### src/rtl/fc_sequencer.sv
// Fully-connected layer sequencer: walks NUM_OUT neurons over N_FEAT
// features, multiply-accumulating buffer data against weights, and hands
// each dot product downstream through a valid/ready result port.
module fc_sequencer #(
  parameter int N_FEAT  = 225,
  parameter int NUM_OUT = 10,
  parameter int W_WIDTH = 8
) (
  input  logic                      clk,
  input  logic                      rst,
  input  logic                      i_buffer_full,
  output logic [7:0]                o_rd_addr,
  input  logic signed [21:0]        i_rd_data,
  output logic [11:0]               o_w_addr,
  input  logic signed [W_WIDTH-1:0] i_weight,
  output logic signed [39:0]        o_result,
  output logic                      o_result_valid,
  input  logic                      i_result_ready,
  output logic [3:0]                o_neuron_idx,
  output logic                      o_done,
  output logic                      o_buffer_clear
);

  typedef enum logic [1:0] {IDLE, MAC, OUTPUT, DONE} state_t;

  localparam int          PW          = 22 + W_WIDTH;
  localparam logic [7:0]  LAST_FEAT   = 8'(N_FEAT - 1);
  localparam logic [3:0]  LAST_NEUR   = 4'(NUM_OUT - 1);
  localparam logic [11:0] FEAT_STRIDE = 12'(N_FEAT);

  state_t state, state_nxt;

  logic [7:0]         feature;
  logic [3:0]         neuron;
  logic signed [39:0] acc;

  // Full-precision signed product, then sign-extended into the 40-bit
  // accumulator domain; 225 * 2^28 cannot overflow 40 bits, so no saturation.
  logic signed [PW-1:0] data_ext, wt_ext, prod;
  logic signed [39:0]   prod_ext;

  assign data_ext = PW'(i_rd_data);
  assign wt_ext   = PW'(i_weight);
  assign prod     = data_ext * wt_ext;
  assign prod_ext = 40'(prod);

  // State register
  always_ff @(posedge clk) begin
    if (rst) state <= IDLE;
    else     state <= state_nxt;
  end

  // Next-state decode; full is only looked at in IDLE, ready only in OUTPUT
  always_comb begin
    state_nxt = state;
    case (state)
      IDLE:    if (i_buffer_full) state_nxt = MAC;
      MAC:     if (feature == LAST_FEAT) state_nxt = OUTPUT;
      OUTPUT:  if (i_result_ready) state_nxt = (neuron == LAST_NEUR) ? DONE : MAC;
      DONE:    state_nxt = IDLE;
      default: state_nxt = IDLE;
    endcase
  end

  // Datapath counters and accumulator; the last feature is accumulated without
  // advancing the index so MAC lasts exactly N_FEAT cycles
  always_ff @(posedge clk) begin
    if (rst) begin
      acc     <= '0;
      feature <= '0;
      neuron  <= '0;
    end else begin
      case (state)
        IDLE: if (i_buffer_full) begin
          acc     <= '0;
          feature <= '0;
          neuron  <= '0;
        end
        MAC: begin
          acc <= acc + prod_ext;
          if (feature != LAST_FEAT) feature <= feature + 8'd1;
        end
        OUTPUT: if (i_result_ready && neuron != LAST_NEUR) begin
          acc     <= '0;
          feature <= '0;
          neuron  <= neuron + 4'd1;
        end
        default: ;
      endcase
    end
  end

  assign o_rd_addr      = feature;
  assign o_w_addr       = FEAT_STRIDE * 12'(neuron) + 12'(feature);
  assign o_result       = acc;
  assign o_neuron_idx   = neuron;
  assign o_result_valid = (state == OUTPUT);
  assign o_done         = (state == DONE);
  assign o_buffer_clear = (state == DONE);

endmodule

### config.mk
export PLATFORM = sky130hd
export DESIGN_NAME = fc_sequencer
export DESIGN_NICKNAME = d
export VERILOG_FILES = /design/src/rtl/fc_sequencer.sv
export SDC_FILE = /design/constraint.sdc
export NUM_CORES = 1
export LEC_CHECK = 0
export ABC_AREA = 1
export CAP_MARGIN = 15
export CORE_ASPECT_RATIO = 1.2
export CORE_MARGIN = 2
export CORE_UTILIZATION = 61
export DETAILED_ROUTE_END_ITERATION = 8
export GPL_ROUTABILITY_DRIVEN = 0
export GPL_TIMING_DRIVEN = 0
export PLACE_DENSITY = 0.83
export REMOVE_ABC_BUFFERS = 1
export SYNTH_ARGS = -nofsm -noshare
export SYNTH_HDL_FRONTEND = slang
export SYNTH_SLANG_ARGS = --single-unit
### constraint.sdc
create_clock -name clk -period 6.2 [get_ports clk]
set_input_delay 0.93 -clock clk [delete_from_list [all_inputs] [get_ports clk]]
set_output_delay 0.93 -clock clk [all_outputs]
set_load 0.005 [all_outputs]
======== Yosys cells after proc, flatten, opt, wreduce, memory -nomap -nowiden ========
Cells that the tools add are included.
operators by class
  $add $sub $neg .......................... 4
  multipliers ............................. 2
  div/mod/pow operators ................... 0
  order comparisons ....................... 0
  eq/ne operators ......................... 12
  shift operators ......................... 0
  multiplexer cells ....................... 15
  bitwise operators ....................... 0
  reductions and logical operators ........ 8
operators by type and width
  kind                  number
  $pmux 40 s3           1
  $mux 40               2
  $add 40x30->40        1
  $mul 22x8->30         1
  $mux 8                3
  $pmux 8 s3            1
  $add 12x8->12         1
  $mul 8x4->12 const A  1
  $reduce_and 3->1      3
  $add 8x1->8 const B   1
  $eq 8x8->1 const B    1
  $mux 2                4
  $mux 4                2
  $ne 8x8->1 const B    1
  $pmux 2 s4            1
  $pmux 4 s2            1
  $ne 2x2->1 const B    3
  $add 4x1->4 const B   1
  $eq 2x2->1 const B    2
  $eq 4x4->1 const B    1
  $ne 2x1->1 const B    2
  $ne 4x4->1 const B    1
  $reduce_and 4->1      1
  $reduce_bool 3->1     1
  other kinds (4)       4
storage, ports and cells
  flip-flop bits (word level) ............. 54
  latch bits .............................. 0
  bits in writable memories ............... 0
  bits in read-only memories .............. 0
  input bits .............................. 34
  output and inout port bits .............. 67
  memories kept ........................... 0

======== Logic depth before layout (Yosys ltp) ========
Gate-level depths: netlist of the first run.
  word-level depth ........................ 4
  mapped depth ............................ 25
  mapped depth without buffers ............ 24

======== Worst setup path before layout of the first run ========
OpenSTA, ideal clock, no wires.
  path type ............................... input to register
  start point ............................. input port i_rd_data[21]
  end point ............................... register acc[38], in the netlist o_result[38]
  setup time .............................. 132 ps
  arrival time ............................ 5412 ps
  setup slack ............................. 656 ps
  stages on the path ...................... 20
  path through ............................ clkbuf_1 > nand2_1 > inv_1 > fa_1 > inv_1 > fa_1 > fa_1 > inv_1 > fa_1 > ha_1 > ha_1 > nand2_1 > nor2_1 > nand3_1 > nor2_1 > nand3_1 > nand3_1 > nand2_1 > nand3_1 > a21oi_1
on the way
  longest elaborated chain between the ends .. 3
RTL lines
  element               RTL line  source
  from (decl)           13        input logic signed [21:0] i_rd_data,
  $mul 22x8->30         44        assign prod = data_ext * wt_ext;
  $add 40x30->40        80        acc <= acc + prod_ext;
  $pmux 40 s3           73        case (state)
  to (signal assigned)  80
  to (decl)             35        logic signed [39:0] acc;
No other way between the ends.
A chain may end at the register's enable or synchronous reset.

======== Final worst setup path of the first run ========
  start point ............................. input port i_weight[3]
  end point ............................... register acc[38], in the netlist o_result[38]
on the way
  longest elaborated chain between the ends .. 3
RTL lines
  element         RTL line  source
  from (decl)     15        input logic signed [W_WIDTH-1:0] i_weight,
  $mul 22x8->30   44
  $add 40x30->40  80
  $pmux 40 s3     73
No other way between the ends.

==> results of run 1 <==
-- power by group through the flow --
stage / sequential [mW] / clock [mW] / combinational [mW]
after global placement: 0.477 / 0 / 6.37
final: 0.470 / 0.300 / 6.64
after CTS: 0.471 / 0.303 / 6.60
after global routing: 0.479 / 0.317 / 7.62
after detailed placement: 0.478 / 0 / 6.54
after floorplan: 0.465 / 0 / 5.01
-- synth_stat cells (2+ instances only) --
master	count	area [um2]
nor2_2	5	31.3
a21o_1	7	52.6
clkbuf_1	30	113
nor3_1	10	50.1
buf_2	4	20.0
nor2_1	97	364
xor2_1	10	87.6
nand3b_1	3	22.5
nand3_1	66	330
inv_2	6	22.5
o2111ai_1	2	17.5
a211oi_1	2	15.0
xnor2_1	2	17.5
o21bai_1	12	90.1
inv_1	376	1410
dfxtp_1	54	1080
clkbuf_2	15	75.1
nand4_1	11	68.8
fa_1	214	4280
ha_1	114	1430
or2_2	6	37.5
o21ai_0	18	90.1
o21ai_1	2	10.0
nor3_2	2	20.0
nor2_4	4	45.0
a21oi_1	90	450
nand2_1	467	1750
-- worst min path at each step --
stage | start | endpoint | slack, ns | depth (start not counted)
global route | o_result[3] | o_result[3] | 0.51 | 2
CTS | o_result[2] | o_result[2] | 0.49 | 2
finish | o_result[2] | o_result[2] | 0.49 | 2
global placement | o_result[2] | o_result[2] | 0.47 | 2
detailed placement | o_result[2] | o_result[2] | 0.48 | 2
floorplan | o_result[1] | o_result[1] | 0.46 | 2
-- routing by layer --
layer,vias to the layer above,GRT usage (%)
met5,-,0
met4,0,7.83
met3,53,1.69
met2,260,54.4
met1,4932,34.8
li1,5025,-
-- logic make-up (layout without fill, tap and decap cells) --
| family | count (synthesis) | count (layout) | synth area share [%] |
|---|---|---|---|
| adders and majority gates | 328 | 328 | 47.1 |
| buffers and inverters | 433 | 500 | 13.6 |
| DFF | 54 | 54 | 8.92 |
| and+or+nand+nor | 680 | 680 | 23.1 |
| AOI/OAI and AO/OA | 138 | 138 | 6.34 |
| xor gates and xnor gates | 12 | 12 | 0.867 |
-- through the flow --
step | instance area [um2] | util (%) | std cells
finish | 13400 | 68.8 | 1973
global placement | 13200 | 67.7 | 1955
CTS | 13400 | 68.6 | 1967
detailed placement | 13200 | 67.7 | 1955
floorplan | 11900 | - | 1594
global route | 13400 | 68.8 | 1973
-- sequential cells by signal (all words and copies together) (netlist names) --
| register | flops |
|---|---|
| o_result | 40 |
| state | 2 |
| o_rd_addr | 8 |
| o_neuron_idx | 4 |
-- final cells by class --
cell class	instances	share of cell area, %
multi-input combinational	1158	69.9
inverter	382	10.8
sequential	54	8.04
timing repair buffer	109	7.74
tap	261	2.43
clock buffer	5	0.930
clock inverter	3	0.186
timing repair inverter	1	0.0372
-- timing repair --
item                                    in CTS  in global routing
resized for setup                           16                 22
gates cloned                                 1                  0
endpoints found under the setup margin      24                 27
setup buffers                                3                  6
-- worst reg2reg max path, cell delays in order (launching register included) --
cell,delay [ns]
dfxtp_1,0.38
inv_1,0.08
fa_1,0.54
inv_1,0.06
fa_1,0.46
ha_1,0.29
inv_1,0.05
fa_1,0.53
inv_1,0.05
ha_1,0.28
ha_1,0.20
inv_1,0.07
fa_1,0.41
inv_1,0.13
nand2_1,0.09
o21bai_2,0.24
nand2_1,0.08
nand2_1,0.12
nand2_1,0.06
nand2_1,0.18
nand2_1,0.14
nand2_1,0.08
nand2_1,0.05
nand3_1,0.09
a21oi_1,0.07
==> results.md, run 1 <==
* Status: finished clean
* Fin crit share at between 90% and 100%
* Placement Setup Slack at -0.966 ns
* Layout area overhead at 10.9%
* Startpoint types: input pin
* Crit-path leading delay family: adder cells
* Worst-skew pair later-pin latency at 0.31 ns
* Total power per unit cell area at around 550 mW/mm2
* Async SR Flop Fraction at 0%
* Hold Crit Class: reg -> reg
* Max rail drop VDD at ~0.00032 V
* DP HPWL at ~24 mm
* Worst path most repeated cell: nand2_1
* Internal power at 3.04 mW
* Mean Syn Cell Area at around 7.4 um2
* Critical path buffers and inverters at 2
* DR top layer: met4
* Grt ovf at 0
* Share of layout cells above drive strength 1 at ~3.7%
* Synth Instances at about 1600
* Vias per cell at approximately 5.2
* Post-synthesis sequential area ratio at 8.92%
* Post-route setup slack at about 0.37 ns
* Slew HR at 33.5%
* Skew final at 0.00907 ns
* Number of antenna diodes at 0
* NumNets Final at approximately 2100
* Multi-input logic area at about 0.0094 mm2
* Initial Utilization at between 60 and 70%
* CP max-delay cell: fa_2
* Clk buf depth at 2
* Crit path cell chain: clkdlybuf4s18_2, nand2_1, fa_2, fa_2, clkinvlp_4, fa_1, fa_1, ha_1, ha_1, nand2_1, nor2_1, nand2_1, nor2_1, nand3_1, nand3_1, nand2_1, nand3_1, a21oi_1
* WL met3 at around 1.1 mm
* Pins over their slew limit at 0
* Num rows at 56
* Max incr delay on CP at 0.75 ns
* Leakage at roughly 7.6 nW
* Worst hold slack at slightly below 0.5 ns
* First-pass GRT wire length at ~50 mm
* Total Power at ~7.4 mW
* Drt drc at 0
* Initial antenna violation count at 0
* Fillers at about 1600
* Reg-to-Reg Start: o_result[4]
* Total die area at around 0.021 mm2
* Library cells used by synthesis at 43
* Met2 Wirelength at 15.0 mm
* Max Cap Viol at 0
* Clk sink count at 54
* CP endpoint: o_result[38]
* Sw power at between 4 and 5 mW
* Num CTS Buffers at 5
* Commonest non-fill, non-tap cell in the layout: nand2_1
* Setup slack, reg-to-reg at 1.31 ns
* CTS Hold Buffers Added at 0
* Net Sw Frac at between 50% and 60%
* Die X at 133 um
* DR iter-0 viols at between 500 and 600
* Final TNS setup at 0 ns
* Number of enable flip-flop cells after synthesis at 0
* Critical path data required time at 6.35 ns
* Worst R2R End: o_result[34]
* # setup viols final at 0
* Root buffer cell: clkbuf_16
* Setup crit end kind: flop
* Register bit count reported by yosys at 54
* Post-Route M1 WL at between 10 and 15 mm
* CP startpoint: i_weight[3]
* Crit Path Category: in -> reg
* Drt pass-1 iters at 5
* GRT Overall Usage at approximately 28%
* Fmax at 172 MHz
* DIE HEIGHT at 158 um
* Storage cell area at between 0.001 and 0.0015 mm2
* # port buffers at 100
* Reg2Reg Depth at 24
* Max H-tree Level at 2
* Slew of the pin with the lowest slew margin at between 0.9 and 1 ns
* Vias at a little over 10000
* Min cycle time layout at 5.83 ns
* I/O Pins at between 100 and 150
* Vias in the first global route at 10817
* Clock power share at under 10%
* Final hold vios at 0
* Netlist Area Pre-Place at ~0.012 mm2
* Comb pwr share at roughly 90%
* Routed length per instance at between 10 and 15 um
* Sequential share of power at 6.3%
* Routed Antenna Nets at 0
* CTS tree: yes
* Worst-path clk slew at ~0.08 ns
* Critical path depth at 18
* Core Region at 0.0195 mm2
* Warning count from the yosys run at 0
* Commonest cells after routing, fill and taps aside: nand2_1, inv_1, fa_1, ha_1, nor2_1
* WL final at ~28 mm
* Main synth FF type: dfxtp_1
* CP max FO at 22
* Largest net degree at the start of global routing at 50
* Crit path arrival time at around 6 ns
* RSZ-0062 raised after global routing: false
(Power assumes the default switching activity.)
==> run 2: changes to the inputs <==
--- a/config.mk
+++ b/config.mk
@@ -14,7 +14,6 @@
 export GPL_ROUTABILITY_DRIVEN = 0
 export GPL_TIMING_DRIVEN = 0
 export PLACE_DENSITY = 0.83
-export REMOVE_ABC_BUFFERS = 1
 export SYNTH_ARGS = -nofsm -noshare
 export SYNTH_HDL_FRONTEND = slang
 export SYNTH_SLANG_ARGS = --single-unit
==> run 2 against run 1 <==
- die area is the same
- routed wire length is 8.7% higher
- non-clock buffer count is 29 higher
- global-route usage rose by 2.2 points
- utilization grew 0.51 points
- maximum frequency fell by 2.5%
- register-to-register slack improved by 0.10 ns
- cell area up 0.74%
- sequential cell count is the same
- first-iteration DRC count is 25% higher
- hold slack improved by 0.0020 ns
==> results.md, run 2 (synthesis results as in run 1) <==
* Clk buf depth at 2 (unchanged)
* DR iter-0 viols at 667 (was 533)
* Slew HR at 56.7% (was 33.5%)
* Reg-to-Reg Start: o_result[4] (unchanged)
* Layout area overhead at 11.7% (was 10.9%)
* Startpoint types: input pin (unchanged)
* Share of layout cells above drive strength 1 at 5.23% (was 3.68%)
* Worst path most repeated cell: nand2_1 (unchanged)
* Commonest cells after routing, fill and taps aside: nand2_1, inv_1, fa_1, ha_1, nor2_1 (unchanged)
* Worst hold slack at 0.488 ns (was 0.486 ns)
* Total die area at 0.0210 mm2 (unchanged)
* Drt drc at 0 (unchanged)
* I/O Pins at 101 (unchanged)
* Fillers at 1625 (was 1627)
* Reg2Reg Depth at 23 (was 24)
* Total Power at 7.58 mW (was 7.41 mW)
* Commonest non-fill, non-tap cell in the layout: nand2_1 (unchanged)
* Max H-tree Level at 2 (unchanged)
* Setup crit end kind: flop (unchanged)
* GRT Overall Usage at 30.6% (was 28.4%)
* CTS tree: yes (unchanged)
* First-pass GRT wire length at 51.7 mm (was 49.0 mm)
* Total power per unit cell area at 559 mW/mm2 (was 551 mW/mm2)
* Initial antenna violation count at 0 (unchanged)
* Initial Utilization at 62.0% (unchanged)
* Largest net degree at the start of global routing at 20 (was 50)
* Routed length per instance at 15.5 um (was 14.4 um)
* Synth Net Count at approximately 2000
* DP HPWL at 26.4 mm (was 23.7 mm)
* Worst-path clk slew at 0.08 ns (about the same)
* Max Cap Viol at 0 (unchanged)
* Worst R2R End: o_result[26] (was o_result[34])
* Min cycle time layout at 5.98 ns (was 5.83 ns)
* Max incr delay on CP at 0.65 ns (was 0.75 ns)
* Comb pwr share at 89.7% (was 89.6%)
* Status: finished clean (unchanged)
* Critical path data required time at 6.38 ns (was 6.35 ns)
* Multi-input logic area at 0.00941 mm2 (was 0.00940 mm2)
* Num CTS Buffers at 5 (unchanged)
* Pins over their slew limit at 0 (unchanged)
* Max FFs per register at 40 (unchanged)
* Worst-skew pair later-pin latency at 0.31 ns (about the same)
* Fin crit share at 96.4% (was 94.0%)
* Crit-path leading delay family: adder cells (unchanged)
* Internal power at 3.08 mW (was 3.04 mW)
* Vias in the first global route at 11028 (was 10817)
* Drt pass-1 iters at 6 (was 5)
* Routed Antenna Nets at 0 (unchanged)
* CP endpoint: o_result[38] (unchanged)
* Storage cell area at 0.00108 mm2 (unchanged)
* Number of antenna diodes at 0 (unchanged)
* Final TNS setup at 0 ns (unchanged)
* Die X at 133 um (unchanged)
* Clock power share at 4.1% (about the same)
* # port buffers at 78 (was 100)
* Max rail drop VDD at 0.000347 V (was 0.000321 V)
* DIE HEIGHT at 158 um (unchanged)
* CP max FO at 10 (was 22)
* CTS Hold Buffers Added at 0 (unchanged)
* Critical path buffers and inverters at 3 (was 2)
* CP startpoint: i_weight[3] (unchanged)
* Hold Crit Class: reg -> reg (unchanged)
* Net Sw Frac at 59.3% (was 58.9%)
* Vias per cell at 5.28 (was 5.21)
* Crit path cell chain: clkdlybuf4s50_1, clkbuf_4, nand2_1, fa_2, fa_2, clkinvlp_4, fa_1, fa_1, ha_1, ha_1, nand2_1, nor2_1, nand2_1, nor2_1, nand3_1, nand3_1, nand2_1, nand3_1, a21oi_1 (was clkdlybuf4s18_2, nand2_1, fa_2, fa_2, clkinvlp_4, fa_1, fa_1, ha_1, ha_1, nand2_1, nor2_1, nand2_1, nor2_1, nand3_1, nand3_1, nand2_1, nand3_1, a21oi_1)
* Fmax at 167 MHz (was 172 MHz)
* Crit Path Category: in -> reg (unchanged)
* Sw power at 4.50 mW (was 4.37 mW)
* Grt ovf at 0 (unchanged)
* Root buffer cell: clkbuf_16 (unchanged)
* Slew of the pin with the lowest slew margin at 0.649 ns (was 0.997 ns)
* Setup slack, reg-to-reg at 1.41 ns (was 1.31 ns)
* Skew final at 0.00995 ns (was 0.00907 ns)
* NumNets Final at 2101 (was 2073)
* CP max-delay cell: fa_2 (unchanged)
* Sequential share of power at 6.2% (was 6.3%)
* Leakage at 7.64 nW (was 7.58 nW)
* # setup viols final at 0 (unchanged)
* Num rows at 56 (unchanged)
* Core Region at 0.0195 mm2 (unchanged)
* Vias at 10562 (was 10270)
* WL final at 30.9 mm (was 28.4 mm)
* Clk sink count at 54 (unchanged)
* Final hold vios at 0 (unchanged)
* Crit path arrival time at 6.15 ns (was 5.98 ns)
* Critical path depth at 19 (was 18)
## run 2: cell types whose count changed in the layout (fill, tap and decap cells not counted), sizes merged
cell	previous run	this run
inv	379	381
dlymetal6s2s	5	1
clkdlybuf4s18	1	0
clkdlybuf4s50	86	77
clkbuf	11	48
clkinvlp	6	3
buf	11	17
## run 2: area by class of cell
cell class / count / area share [%]
Inverter: 382 / 10.7
Tap cell: 261 / 2.41
Timing Repair Buffer: 87 / 6.46
Multi-Input combinational cell: 1158 / 69.5
Clock buffer: 5 / 0.924
Sequential cell: 54 / 7.98
Buffer: 51 / 1.88
Clock inverter: 3 / 0.212
## run 2: how the worst min path moves through the flow
| stage | end | depth (start not counted) | startpoint |
|---|---|---|---|
| 6_report | o_result[2] | 2 | o_result[2] |
| 5_1_grt | o_result[2] | 2 | o_result[2] |
| 4_1_cts | o_result[2] | 2 | o_result[2] |
| 3_5_place_dp | o_result[2] | 2 | o_result[2] |
| 3_3_place_gp | o_result[4] | 2 | o_result[4] |
| 2_1_floorplan | o_result[5] | 2 | o_result[5] |
## run 2: per-layer routing
metal  global-route usage [%]  vias up  wire length (um)
li1                         -     5096                 -
met1                     36.8     5058             12300
met2                     56.4      329             16000
met3                     2.55       79              1320
met4                     13.7        0              1250
met5                        0        -                 0
## run 2: power by group through the flow
stage / Combinational (mW) / Sequential (mW) / Clock (mW)
2_1_floorplan: 5.04 / 0.465 / 0
3_3_place_gp: 6.41 / 0.479 / 0
3_5_place_dp: 6.60 / 0.481 / 0
4_1_cts: 6.68 / 0.473 / 0.314
5_1_grt: 7.70 / 0.481 / 0.323
6_report: 6.80 / 0.474 / 0.310
## run 2: stage by stage
stage,util [%],instances,setup slack [ns],cell area [um2]
floorplan,-,1645,0.656,12100
global placement,67.7,1984,-0.873,13200
detailed placement,67.7,1984,-0.949,13200
CTS,68.9,1996,0.0670,13500
global route,69.3,2001,-0.0109,13500
finish,69.3,2001,0.223,13500
## run 2: worst reg2reg max path, stage by stage (launching register included)
cell and delay (ns):
dfxtp_1 0.36, inv_1 0.08, fa_1 0.53, inv_1 0.05, fa_1 0.45, ha_1 0.30, inv_1 0.05, fa_1 0.53
inv_1 0.04, ha_1 0.27, ha_1 0.22, inv_1 0.07, fa_1 0.40, inv_1 0.13, nand2_1 0.12, o21bai_4 0.19
nand2_1 0.07, nand2_1 0.10, nand2_1 0.06, nand2_1 0.19, nand2_1 0.12, nand3_1 0.11, nand3_1 0.09, a21oi_1 0.16
## run 2: timing repair
action                                 CTS  global route
pin swaps                                1             0
gates resized for setup                 15            32
endpoints found under the hold margin    0             0
setup endpoints to repair               22            22
buffers inserted                         4             5
==> run 3: changes to the inputs <==
--- a/config.mk
+++ b/config.mk
@@ -9,11 +9,10 @@
 export CAP_MARGIN = 15
 export CORE_ASPECT_RATIO = 1.2
 export CORE_MARGIN = 2
-export CORE_UTILIZATION = 61
+export CORE_UTILIZATION = 35
 export DETAILED_ROUTE_END_ITERATION = 8
 export GPL_ROUTABILITY_DRIVEN = 0
 export GPL_TIMING_DRIVEN = 0
-export PLACE_DENSITY = 0.83
 export SYNTH_ARGS = -nofsm -noshare
 export SYNTH_HDL_FRONTEND = slang
 export SYNTH_SLANG_ARGS = --single-unit
==> run 3 against run 2 <==
- non-clock buffer count fell by 5
- die area grew 72%
- clock skew decreased by 0.0023 ns
- total power about the same
- register-to-register slack got worse by 0.09 ns
- worst setup slack better by 0.10 ns
- sequential power about the same
- first-iteration DRC count is 30% lower
- clock power down 4%
- cell area rose by 1.6%
- critical endpoint is now o_result[24]
- highest routed layer unchanged
==> results.md, run 3 (synthesis results as in run 1) <==
* Status: finished clean (unchanged)
* WL final at 32.8 mm (was 30.9 mm)
* Largest net degree at the start of global routing at 19 (was 20)
* Drt drc at 0 (unchanged)
* Routed Antenna Nets at 0 (unchanged)
* Num rows at 74 (was 56)
* Initial Utilization at 35.6% (was 62.0%)
* Share of layout cells above drive strength 1 at 5.01% (was 5.23%)
* NumNets Final at 2096 (was 2101)
* DP HPWL at 28.8 mm (was 26.4 mm)
* Reg-to-Reg Start: o_result[4] (unchanged)
* Core Region at 0.0341 mm2 (was 0.0195 mm2)
* Setup slack, reg-to-reg at 1.32 ns (was 1.41 ns)
* Worst R2R End: o_result[28] (was o_result[26])
* GRT Overall Usage at 18.7% (was 30.6%)
* Worst-skew pair later-pin latency at 0.31 ns (about the same)
* Root buffer cell: clkbuf_16 (unchanged)
* Crit path arrival time at 6.12 ns (was 6.15 ns)
* Crit Path Category: in -> reg (unchanged)
* # setup viols final at 0 (unchanged)
* RSZ-0062 raised after global routing: false
* Number of antenna diodes at 0 (unchanged)
* DIE HEIGHT at 208 um (was 158 um)
* Placement Setup Slack at -1.07 ns (was -0.949 ns)
* Critical path buffers and inverters at 3 (unchanged)
* Die X at 174 um (was 133 um)
* Fin crit share at 94.8% (was 96.4%)
* Max H-tree Level at 2 (unchanged)
* Startpoint types: input pin (unchanged)
* DR iter-0 viols at 470 (was 667)
* DP Area at 0.0135 mm2 (was 0.0132 mm2)
* Crit-path leading delay family: adder cells (unchanged)
* Vias per cell at 4.67 (was 5.28)
* HP Start: o_result[6] (was o_result[2])
* Total die area at 0.0362 mm2 (was 0.0210 mm2)
* Placed instance count at 2179 (was 1984)
* Critical path data required time at 6.44 ns (was 6.38 ns)
* Commonest non-fill, non-tap cell in the layout: nand2_1 (unchanged)
* Crit path cell chain: clkdlybuf4s50_1, buf_2, nand2_1, inv_1, fa_1, fa_1, fa_1, fa_1, ha_1, ha_1, a21oi_1, nor2_1, nor2_1, nor2_1, o21ai_0, nand3_1, nand2_1, nand3_1, a21oi_1 (was clkdlybuf4s50_1, clkbuf_4, nand2_1, fa_2, fa_2, clkinvlp_4, fa_1, fa_1, ha_1, ha_1, nand2_1, nor2_1, nand2_1, nor2_1, nand3_1, nand3_1, nand2_1, nand3_1, a21oi_1)
* CTS tree: yes (unchanged)
* Clk buf depth at 2 (unchanged)
* Worst-path clk slew at 0.08 ns (about the same)
* Reg2Reg Depth at 24 (was 23)
* Layout area overhead at 13.6% (was 11.7%)
* Commonest cells after routing, fill and taps aside: nand2_1, inv_1, fa_1, ha_1, nor2_1 (unchanged)
* Worst path most repeated cell: fa_1 (was nand2_1)
* Max Cap Viol at 0 (unchanged)
* Min cycle time layout at 5.88 ns (was 5.98 ns)
* Vias in the first global route at 10934 (was 11028)
* Max rail drop VDD at 0.000300 V (was 0.000347 V)
* # port buffers at 78 (unchanged)
* Drt pass-1 iters at 7 (was 6)
* Max FFs per register at 40 (unchanged)
* End of the worst hold path: o_result[6] (was o_result[2])
* Fmax at 170 MHz (was 167 MHz)
* Synth Net Count at 2007 (unchanged)
* Skew final at 0.00767 ns (was 0.00995 ns)
* Non-Filler Instances at 2191 (was 2001)
* Slew of the pin with the lowest slew margin at 0.718 ns (was 0.649 ns)
* Setup crit end kind: flop (unchanged)
* Max incr delay on CP at 0.56 ns (was 0.65 ns)
* Worst Hold Path Cells at 2 (unchanged)
* Initial antenna violation count at 0 (unchanged)
* Grt ovf at 0 (unchanged)
* Final instance area at 0.0138 mm2 (was 0.0135 mm2)
* Post-route setup slack at 0.325 ns (was 0.223 ns)
* Vias at 10241 (was 10562)
* Routed length per instance at 15.0 um (was 15.5 um)
* Clk sink count at 54 (unchanged)
* Final hold vios at 0 (unchanged)
* Num CTS Buffers at 5 (unchanged)
* CP max-delay cell: clkdlybuf4s50_1 (was fa_2)
* CP max FO at 10 (unchanged)
* Leakage at 7.63 nW (was 7.64 nW)
* First-pass GRT wire length at 55.0 mm (was 51.7 mm)
* Hold Crit Class: reg -> reg (unchanged)
* Total power per unit cell area at 551 mW/mm2 (was 559 mW/mm2)
* I/O Pins at 101 (unchanged)
* Slew HR at 52.1% (was 56.7%)
* Fin util at 40.4% (was 69.3%)
* Pins over their slew limit at 0 (unchanged)
==> run 3: changes by cell type in the layout (fill, tap and decap cells not counted), moves of 2 or more <==
cell / previous run / this run
clkbuf_4: 5 / 3
dlymetal6s2s_1: 1 / 3
buf_4: 10 / 5
clkdlybuf4s50_1: 77 / 75
==> run 3: cell type report <==
class	instances	area, um2
clock buffers	5	125
fillers	3615	20300
well taps	456	571
clock inverters	3	21.3
plain buffers	51	265
repair buffers	82	843
inverters	382	1450
flip-flops and latches	54	1080
multi-input cells	1158	9420
==> run 3: worst min-delay path, cell delays in order, from the launching register on <==
cell and delay (ns):
dfxtp_1 0.33, nand2_1 0.06, a21oi_1 0.05
==> run 3: how the worst max path moves through the flow <==
stage                       start           end  slack [ns]  cells past startpoint
finish                i_weight[6]  o_result[24]        0.32                     19
global route          i_weight[6]  o_result[28]       0.009                     21
CTS                   i_weight[2]  o_result[38]       0.007                     19
detailed placement    i_weight[2]  o_result[38]       -1.07                     19
global placement      i_weight[2]  o_result[39]       -1.04                     19
floorplan           i_rd_data[21]  o_result[38]        0.66                     20
==> run 3: stage by stage <==
| step | setup TNS, ns | power (mW) | hold WS, ns |
|---|---|---|---|
| 2_1_floorplan | 0 | 5.50 | 0.469 |
| 3_3_place_gp | -16.93 | 7.11 | 0.475 |
| 3_5_place_dp | -17.76 | 7.21 | 0.480 |
| 4_1_cts | 0 | 7.58 | 0.492 |
| 5_1_grt | 0 | 8.67 | 0.504 |
| 6_report | 0 | 7.58 | 0.490 |
==> run 3: report_power, final <==
group	internal [mW]	total, mW	switching (mW)	leakage, nW
registers	0.410	0.475	0.0654	0.440
logic	2.53	6.81	4.28	7.12
clock network	0.150	0.299	0.149	0.0698
==> run 3: per-layer routing <==
layer / wire length [um] / GRT usage [%]
met1: 13600 / 22.5
met2: 17400 / 35.3
met3: 796 / 1.03
met4: 993 / 6.46
met5: 0 / 0
==> run 3: what timing repair did <==
item,4_1_cts,5_1_grt
setup buffers,2,2
gates resized for setup,16,36
pin swaps,0,1
endpoints found under the setup margin,24,25
hold buffers,0,0
